### src/rtl/dual_port_ram_be.sv
// -----------------------------------------------------------------------------
// dual_port_ram_be
//
// Simple dual-port RAM: one write port with per-byte lane enables and one read
// port, both on clk. After reset the array can optionally be zero-filled by an
// internal clear sequence that writes one word per cycle.
//
// Parameters
//   ADDR_WIDTH     word address width, depth = 2**ADDR_WIDTH
//   DATA_WIDTH     word width, multiple of 8
//   RDW_MODE       same-address read-during-write: 0 = old word, 1 = merged word
//   OUT_REG        1 adds one output pipeline stage (read latency +1)
//   CLEAR_ON_RESET 1 zero-fills the array after every reset
//
// Ports
//   clk         clock, rising edge
//   reset       asynchronous, active-high reset
//   waddr       write word address
//   raddr       read word address
//   din         write data
//   byte_en     write lane enables, bit i covers din[8i+7:8i]
//   write_en    write request
//   read_en     read request
//   dout        registered read data, held until the next completed read
//   dout_valid  one-cycle strobe marking new dout
//   init_busy   high while the clear sequence runs (requests ignored)
//
// Handshake: there is no backpressure. A request is accepted on any rising
// edge where it is asserted and init_busy is low; every accepted read produces
// exactly one dout_valid strobe a fixed number of edges later, so reads may be
// issued every cycle.
//
// FSM visibility: the two-state controller is fully observable on init_busy,
// which is a registered copy of (state == ST_CLEAR).
// -----------------------------------------------------------------------------
module dual_port_ram_be #(
  parameter int ADDR_WIDTH     = 5,
  parameter int DATA_WIDTH     = 32,
  parameter int RDW_MODE       = 0,
  parameter int OUT_REG        = 0,
  parameter int CLEAR_ON_RESET = 1
) (
  input  logic                    clk,
  input  logic                    reset,
  input  logic [ADDR_WIDTH-1:0]   waddr,
  input  logic [ADDR_WIDTH-1:0]   raddr,
  input  logic [DATA_WIDTH-1:0]   din,
  input  logic [DATA_WIDTH/8-1:0] byte_en,
  input  logic                    write_en,
  input  logic                    read_en,
  output logic [DATA_WIDTH-1:0]   dout,
  output logic                    dout_valid,
  output logic                    init_busy
);

  localparam int NB    = DATA_WIDTH / 8;
  localparam int DEPTH = 1 << ADDR_WIDTH;

  // ---------------------------------------------------------------------------
  // Elaboration-time parameter checks
  // ---------------------------------------------------------------------------
  generate
    if ((DATA_WIDTH % 8) != 0 || DATA_WIDTH < 8) begin : g_bad_data_width
      $error("dual_port_ram_be: DATA_WIDTH must be a non-zero multiple of 8");
    end
    if (ADDR_WIDTH < 1) begin : g_bad_addr_width
      $error("dual_port_ram_be: ADDR_WIDTH must be at least 1");
    end
  endgenerate

  // ---------------------------------------------------------------------------
  // Controller: CLEAR walks clr_addr over the whole array, READY serves users
  // ---------------------------------------------------------------------------
  typedef enum logic {
    ST_CLEAR = 1'b0,
    ST_READY = 1'b1
  } state_t;

  localparam state_t RESET_STATE = (CLEAR_ON_RESET != 0) ? ST_CLEAR : ST_READY;
  localparam logic [ADDR_WIDTH-1:0] LAST_ADDR = '1;

  state_t                state;
  state_t                state_nxt;
  logic [ADDR_WIDTH-1:0] clr_addr;
  logic [ADDR_WIDTH-1:0] clr_addr_nxt;

  always_ff @(posedge clk or posedge reset) begin
    if (reset) begin
      state     <= RESET_STATE;
      clr_addr  <= '0;
      init_busy <= (CLEAR_ON_RESET != 0);
    end else begin
      state     <= state_nxt;
      clr_addr  <= clr_addr_nxt;
      init_busy <= (state_nxt == ST_CLEAR);
    end
  end

  always_comb begin
    state_nxt    = state;
    clr_addr_nxt = clr_addr;
    case (state)
      ST_CLEAR: begin
        clr_addr_nxt = clr_addr + 1'b1;
        // The edge that zeroes the last word is also the edge that leaves CLEAR.
        if (clr_addr == LAST_ADDR) begin
          state_nxt = ST_READY;
        end
      end
      ST_READY: begin
        state_nxt = ST_READY;
      end
      default: begin
        state_nxt = RESET_STATE;
      end
    endcase
  end

  // ---------------------------------------------------------------------------
  // Request qualification. reset gates the array write so that edges seen
  // while reset is held never touch the contents.
  // ---------------------------------------------------------------------------
  logic ready;
  logic clr_wr;
  logic user_wr;
  logic rd_fire;
  logic rdw_hit;

  assign ready   = (state == ST_READY);
  assign clr_wr  = !reset && (state == ST_CLEAR);
  assign user_wr = !reset && ready && write_en;
  assign rd_fire = !reset && ready && read_en;
  assign rdw_hit = user_wr && (waddr == raddr);

  // ---------------------------------------------------------------------------
  // Write port mux: clear sequence or user write
  // ---------------------------------------------------------------------------
  logic [NB-1:0]         mem_we_lanes;
  logic [ADDR_WIDTH-1:0] mem_waddr;
  logic [DATA_WIDTH-1:0] mem_wdata;

  always_comb begin
    mem_we_lanes = '0;
    mem_waddr    = waddr;
    mem_wdata    = din;
    if (clr_wr) begin
      mem_we_lanes = '1;
      mem_waddr    = clr_addr;
      mem_wdata    = '0;
    end else if (user_wr) begin
      mem_we_lanes = byte_en;
    end
  end

  // ---------------------------------------------------------------------------
  // Storage array: no reset, byte-lane write enables only, so it maps onto a
  // simple dual-port block RAM with byte writes.
  // ---------------------------------------------------------------------------
  logic [DATA_WIDTH-1:0] mem [DEPTH];

  always_ff @(posedge clk) begin
    for (int b = 0; b < NB; b++) begin
      if (mem_we_lanes[b]) begin
        mem[mem_waddr][b*8 +: 8] <= mem_wdata[b*8 +: 8];
      end
    end
  end

  // ---------------------------------------------------------------------------
  // Read path. The array read is naturally read-first (old word). For the
  // new-data mode the merge with din is done here, outside the array, so the
  // array itself stays a plain RAM.
  // ---------------------------------------------------------------------------
  logic [DATA_WIDTH-1:0] mem_rword;
  logic [DATA_WIDTH-1:0] merged_word;
  logic [DATA_WIDTH-1:0] rd_word;

  assign mem_rword = mem[raddr];

  always_comb begin
    merged_word = mem_rword;
    for (int b = 0; b < NB; b++) begin
      if (byte_en[b]) begin
        merged_word[b*8 +: 8] = din[b*8 +: 8];
      end
    end
  end

  always_comb begin
    rd_word = mem_rword;
    if ((RDW_MODE != 0) && rdw_hit) begin
      rd_word = merged_word;
    end
  end

  // First read stage: the RAM output register. Data only moves on a read so
  // dout holds its last value between reads.
  logic [DATA_WIDTH-1:0] s1_data;
  logic                  s1_valid;

  always_ff @(posedge clk or posedge reset) begin
    if (reset) begin
      s1_data  <= '0;
      s1_valid <= 1'b0;
    end else begin
      s1_valid <= rd_fire;
      if (rd_fire) begin
        s1_data <= rd_word;
      end
    end
  end

  // Optional second stage adds exactly one edge of latency and keeps the
  // strobe aligned with its data.
  generate
    if (OUT_REG != 0) begin : g_out_reg
      logic [DATA_WIDTH-1:0] s2_data;
      logic                  s2_valid;

      always_ff @(posedge clk or posedge reset) begin
        if (reset) begin
          s2_data  <= '0;
          s2_valid <= 1'b0;
        end else begin
          s2_valid <= s1_valid;
          if (s1_valid) begin
            s2_data <= s1_data;
          end
        end
      end

      assign dout       = s2_data;
      assign dout_valid = s2_valid;
    end else begin : g_no_out_reg
      assign dout       = s1_data;
      assign dout_valid = s1_valid;
    end
  endgenerate

endmodule

### config.mk
export PLATFORM = sky130hd
export DESIGN_NAME = dual_port_ram_be
export DESIGN_NICKNAME = d
export VERILOG_FILES = /design/src/rtl/dual_port_ram_be.sv
export SDC_FILE = /design/constraint.sdc
export NUM_CORES = 1
export LEC_CHECK = 0
export CAP_MARGIN = 20
export CELL_PAD_IN_SITES_DETAIL_PLACEMENT = 0
export CELL_PAD_IN_SITES_GLOBAL_PLACEMENT = 2
export CORE_AREA = 2 2 306 308
export CTS_CLUSTER_DIAMETER = 30
export CTS_CLUSTER_SIZE = 30
export DETAILED_ROUTE_END_ITERATION = 8
export DIE_AREA = 0 0 308 310
export DONT_BUFFER_PORTS = 1
export HOLD_SLACK_MARGIN = 0.02
export PLACE_DENSITY_LB_ADDON = 0.1
export RECOVER_POWER = 25
export SETUP_SLACK_MARGIN = 0.2
export SYNTH_ARGS = -nofsm -noshare
export SYNTH_HDL_FRONTEND = slang
export SYNTH_SLANG_ARGS = --single-unit
### constraint.sdc
create_clock -name clk -period 2.6 [get_ports clk]
set_input_delay 0.13 -clock clk [delete_from_list [all_inputs] [get_ports clk]]
set_output_delay 0.13 -clock clk [all_outputs]
set_load 0.03 [all_outputs]
After elaboration in Yosys (flattened, before gate mapping)
Memories as Yosys holds them, arrays and structs flattened. A register that Yosys moved wholly into a read port is not among the register bits.
Cells that the tools add are included.
{"block": "totals", "reg_bits": 8, "output_inout_bits": 34, "elab_cells": 28, "in_bits": 50, "mem_bits_rw": 1024, "mem_count": 1}
{"block": "classes", "n_mux": 14, "add_sub_neg": 1, "n_bitwise": 2, "n_eq_ne": 1, "n_reduce_logical": 5}
{"memory": "mem", "words": 32, "width": 32, "rd": 1, "rd_clocked_by_memory_dff": 1, "wr": 1, "line": "159", "text": "logic [DATA_WIDTH-1:0] mem [DEPTH];"}
{"cell": "32-bit two-way mux", "n": 1}
{"cell": "1-bit two-way mux", "n": 9}
{"cell": "4-bit two-way mux", "n": 2}
{"cell": "5-bit by 1-bit adder with 5-bit output (second input constant)", "n": 1}
{"cell": "5-bit equality test (second input constant)", "n": 1}
{"cell": "5-bit two-way mux", "n": 1}
{"cell": "1-bit logical AND", "n": 4}
{"cell": "1-bit inverter", "n": 2}
{"cell": "1-bit one-hot mux with 2 select lines", "n": 1}
{"cell": "1-bit logical NOT", "n": 1}

Logic depth before layout (Yosys ltp)
{"block": "depth", "ltp_word": 7, "ltp_mapped": 8, "ltp_nobuf": 5}

Worst setup path after synthesis
OpenSTA, ideal clock, no wires.
{"block": "synth_timing", "path_type": "input port to flip-flop", "start": "input port reset", "end": "memory mem[1][10] (enable)", "required_time_ns": 2.230, "path_stages": 4, "t_arrival_ns": 1.971, "path_buffers": 1, "setup_slack_ns": 0.259, "cell_sequence": "inv_1 -> nand2_1 -> clkbuf_1 -> nor2_1"}
{"block": "synth_via", "elab_chain_len": 7, "elab_cells_between_ends": 9, "classes_between": "5 x mux; 4 x reduce/logical"}
{"element": "from (decl)", "line": "44", "text": "input logic reset,"}
{"element": "1-bit logical NOT (no line) *"}
{"element": "1-bit logical AND (2 in a row)", "line": "131", "text": "assign user_wr = !reset && ready && write_en;"}
{"element": "4-bit two-way mux", "line": "150", "text": "end else if (user_wr) begin"}
{"element": "4-bit two-way mux", "line": "146", "text": "if (clr_wr) begin"}
{"element": "1-bit two-way mux", "line": "163", "text": "if (mem_we_lanes[b]) begin"}
{"element": "1-bit two-way mux (not written as such)", "line": "164", "text": "mem[mem_waddr][b*8 +: 8] <= mem_wdata[b*8 +: 8];"}
{"element": "to (decl)", "line": "159"}
Mark *: on every way between the ends. The rest lies on a longest branch, timed or not.

Worst setup path after layout
{"block": "layout_timing", "start": "register state, in the netlist ready", "end": "memory mem[15][21] (enable)"}
{"block": "layout_via", "elab_chain_len": 6, "elab_cells_between_ends": 9, "classes_between": "5 x mux; 1 x bitwise; 3 x reduce/logical"}
{"element": "from (decl)", "line": "82", "text": "state_t state;"}
{"element": "from (signal assigned)", "line": "93", "text": "state <= state_nxt;"}
{"element": "1-bit logical AND (2 in a row)", "line": "131"}
{"element": "4-bit two-way mux", "line": "150"}
{"element": "4-bit two-way mux", "line": "146"}
{"element": "1-bit two-way mux", "line": "163"}
{"element": "1-bit two-way mux (not written as such)", "line": "164"}
Parallel ways exist; a longest one is shown, timed or not.

==> flow_summary.json <==
{
  "cp.required_ns": 3.07,
  "via_per_inst": 5.639,
  "rsz0062_at_grt": "true",
  "yosys_register_bits": 1064,
  "netlist_area_um2": 42220,
  "synthFlopType": "edfxtp_1",
  "cts_sinks": 1064,
  "grt_pass1_vias": 23615,
  "grt_max_degree": 491,
  "drc": 0,
  "cts_made_buffers": 209,
  "io-pin-count": 84,
  "p_leak_nw": 19.15,
  "cpMaxStageDelayCell": "dfrtp_1",
  "p_per_area_nw_per_um2": 920.2,
  "antenna_found_initial": 3,
  "drv_cap": 0,
  "hold_ws_ns": 0.04555,
  "nNetsFinal": 2811,
  "cp.arrival_ns": 2.91,
  "dp_hpwl_um": 67990,
  "clkTransAtPathRegs_ns": 0.05,
  "cp_max_fo": 17,
  "start_util_pct": 45.65,
  "pwr-share-seq_pct": 39.6,
  "async_flop_share_pct": 3.759,
  "drt-total-wl_um": 113700,
  "post-route-period-util_pct": 93.88,
  "setup_viol": 0,
  "clk_latency_ns": 0.79,
  "worstHoldPathCells": 3,
  "first_pass_iters": 5,
  "drt_iter0_drc": 2022,
  "synth_cells": 2407,
  "syn-num-nets": 2459,
  "grt_overflow": 0,
  "wire_per_inst_um": 27.48,
  "tns_ns": 0,
  "p_clk_share_pct": 56.6,
  "cts_root_buf": "clkbuf_16",
  "rows": 112,
  "port_buffers": 0,
  "post-route-util_pct": 57.08,
  "violations": "max-slew violations",
  "p_sw_share_pct": 21.16,
  "pwr-share-comb_pct": 3.8,
  "hold_path_class": "input pin to register",
  "synth_top_area_cell": "edfxtp_1",
  "cts_tree": "built",
  "antenna_left": 0,
  "routed-via-count": 23341,
  "grt_use_total_pct": 23.90,
  "startpoint_type": "register",
  "relSlewSlack_pct": -43.58,
  "worst_pin_slew_ns": 2.154,
  "avgSynthCellArea_um2": 17.54,
  "dieArea_um2": 95480,
  "die_w_um": 308,
  "synth_commonest_cells": "1024 x edfxtp_1, 515 x mux2i_1, 139 x nor2_1",
  "path_class": "register to register",
  "core-area_um2": 92490,
  "nFillCells": 7097,
  "grt_pass1_wl_um": 162600,
  "synthTopCellsByArea": "edfxtp_1 73%, mux2i_1 12%, dfrtp_1 2.3%",
  "die_h_um": 310,
  "area_delta_synth_final_pct": 25.04,
  "ys_seq_area_share_pct": 75.21,
  "yosysWarnings": 0,
  "clock_skew_ns": 0.03489,
  "gp_congestion": 0.8285,
  "cpPeakStageDelay_ns": 0.37,
  "path_cells": "or2_4, clkbuf_2, o21ai_4, buf_12, nand3_1, buf_4, nor2_2, buf_4",
  "synth_top_area_share_pct": 72.83,
  "finalHoldViolations": 0,
  "clk_path_buf_depth": 3,
  "critPathCaptureType": "register",
  "post-route-min-period_ns": 2.441,
  "irDropWorstVdd_mv": 0.6258,
  "drive_gt1_share_pct": 22.95,
  "r2r_cells": 8,
  "synthDistinctLibCells": 41,
  "synth_edf_count": 1024,
  "p_int_mw": 38.30,
  "htree_levels": 4,
  "yosysMostFrequentCell": "edfxtp_1",
  "outcome": "complete, but fails checks",
  "crit_top_cell": "buf_4",
  "switchingPower_mw": 10.28,
  "drv_slew": 333,
  "fmax_ghz": 0.4097
}
power by group through the flow:
stage	combinational [mW]	clock (mW)	sequential, mW
detailed placement	1.72	0	19.5
global placement	1.70	0	19.5
global route	1.90	28.8	19.2
finish	1.83	27.5	19.2
floorplan	1.22	0	19.5
CTS	1.80	27.9	19.2
worst paths after layout:
kind	start	end	slack (ns)
min in group asynchronous	reset	ready$_DFF_PP0_	0.70
max in group asynchronous	reset	dout[31]$_DFFE_PP0P_	0.76
max	ready$_DFF_PP0_	mem[15][21]$_DFFE_PP_	0.16
max reg2reg	ready$_DFF_PP0_	mem[15][21]$_DFFE_PP_	0.16
min reg2reg	clr_addr[3]$_DFFE_PP0N_	clr_addr[3]$_DFFE_PP0N_	0.57
min	raddr[4]	dout[10]$_DFFE_PP0P_	0.05
state kept, by name, indices dropped and copies added, names as in the netlist:
name	cells
clr_addr	5
dout	32
dout_valid	1
init_busy	1
mem	1024
ready	1
layout by cell type (no fill, tap or decap), types with 36 or more instances in the layout:
cell / instances
nand2_1: 51
a221oi_1: 62
bufinv_16: 36
edfxtp_1: 1024
dfrtp_1: 39
dlygate4sd3_1: 42
buf_4: 210
a21oi_1: 65
nor2_1: 129
a22o_1: 64
clkbuf_16: 211
mux2i_1: 514
a22oi_1: 128
per-stage QoR:
| step | worst slack [ns] | power (mW) | instance area (um^2) | cells |
|---|---|---|---|---|
| final | 0.1591 | 48.58 | 52790 | 4139 |
| after global placement | -0.4043 | 21.23 | 44840 | 3696 |
| after CTS | 0.1016 | 48.92 | 52760 | 4130 |
| after detailed placement | -0.3787 | 21.25 | 44840 | 3696 |
| after floorplan | 0.2585 | 20.70 | 42220 | 2407 |
| after global routing | 0.07726 | 49.88 | 52790 | 4138 |
repair_timing:
action,in CTS,in global routing
gates resized for setup,23,24
setup endpoints to repair,776,959
endpoints found under the hold margin,1096,2
pin swaps,1,2
hold buffers,41,2
setup buffers,0,5
critical path, delay by kind of cell, from the launching register on:
kind / cells / cell delay [ns]
compound gates: 1 / 0.26
buf+inv: 4 / 0.90
flops: 1 / 0.37
simple gates: 3 / 0.60
layer usage:
layer  part of all wire, %  global-route usage [%]  vias to the layer above
met3                   6.2                   5.340                      163
met2                    47                   37.60                      763
li1                      -                       -                    10442
met5                 0.018                       0                        -
met4                   2.4                   7.873                        4
met1                    44                   33.15                    11969
cell type report:
class	instances	area [um^2]	share of cell area (%)
inverters	4	15.01	0.02844
multi-input cells	1188	9773	18.51
flip-flops and latches	1064	31750	60.15
clock inverters	153	1954	3.702
diodes	1	2.502	0.004740
clock buffers	240	5449	10.32
repair buffers	292	2349	4.449
well taps	1197	1498	2.837
kinds of logic (layout without fill, tap and decap cells):
kind of cell / after synthesis / in the layout / synth area share (%)
fa+ha+maj: 2 / 2 / 0.05926
simple gates: 272 / 272 / 2.762
compound gates: 391 / 391 / 7.530
mux: 520 / 520 / 12.34
buf+inv: 155 / 689 / 2.036
other cells: 0 / 1 / 0
flops: 1064 / 1064 / 75.21
xor+xnor: 3 / 3 / 0.06225
Note: power is estimated with default switching activity, not from simulation.
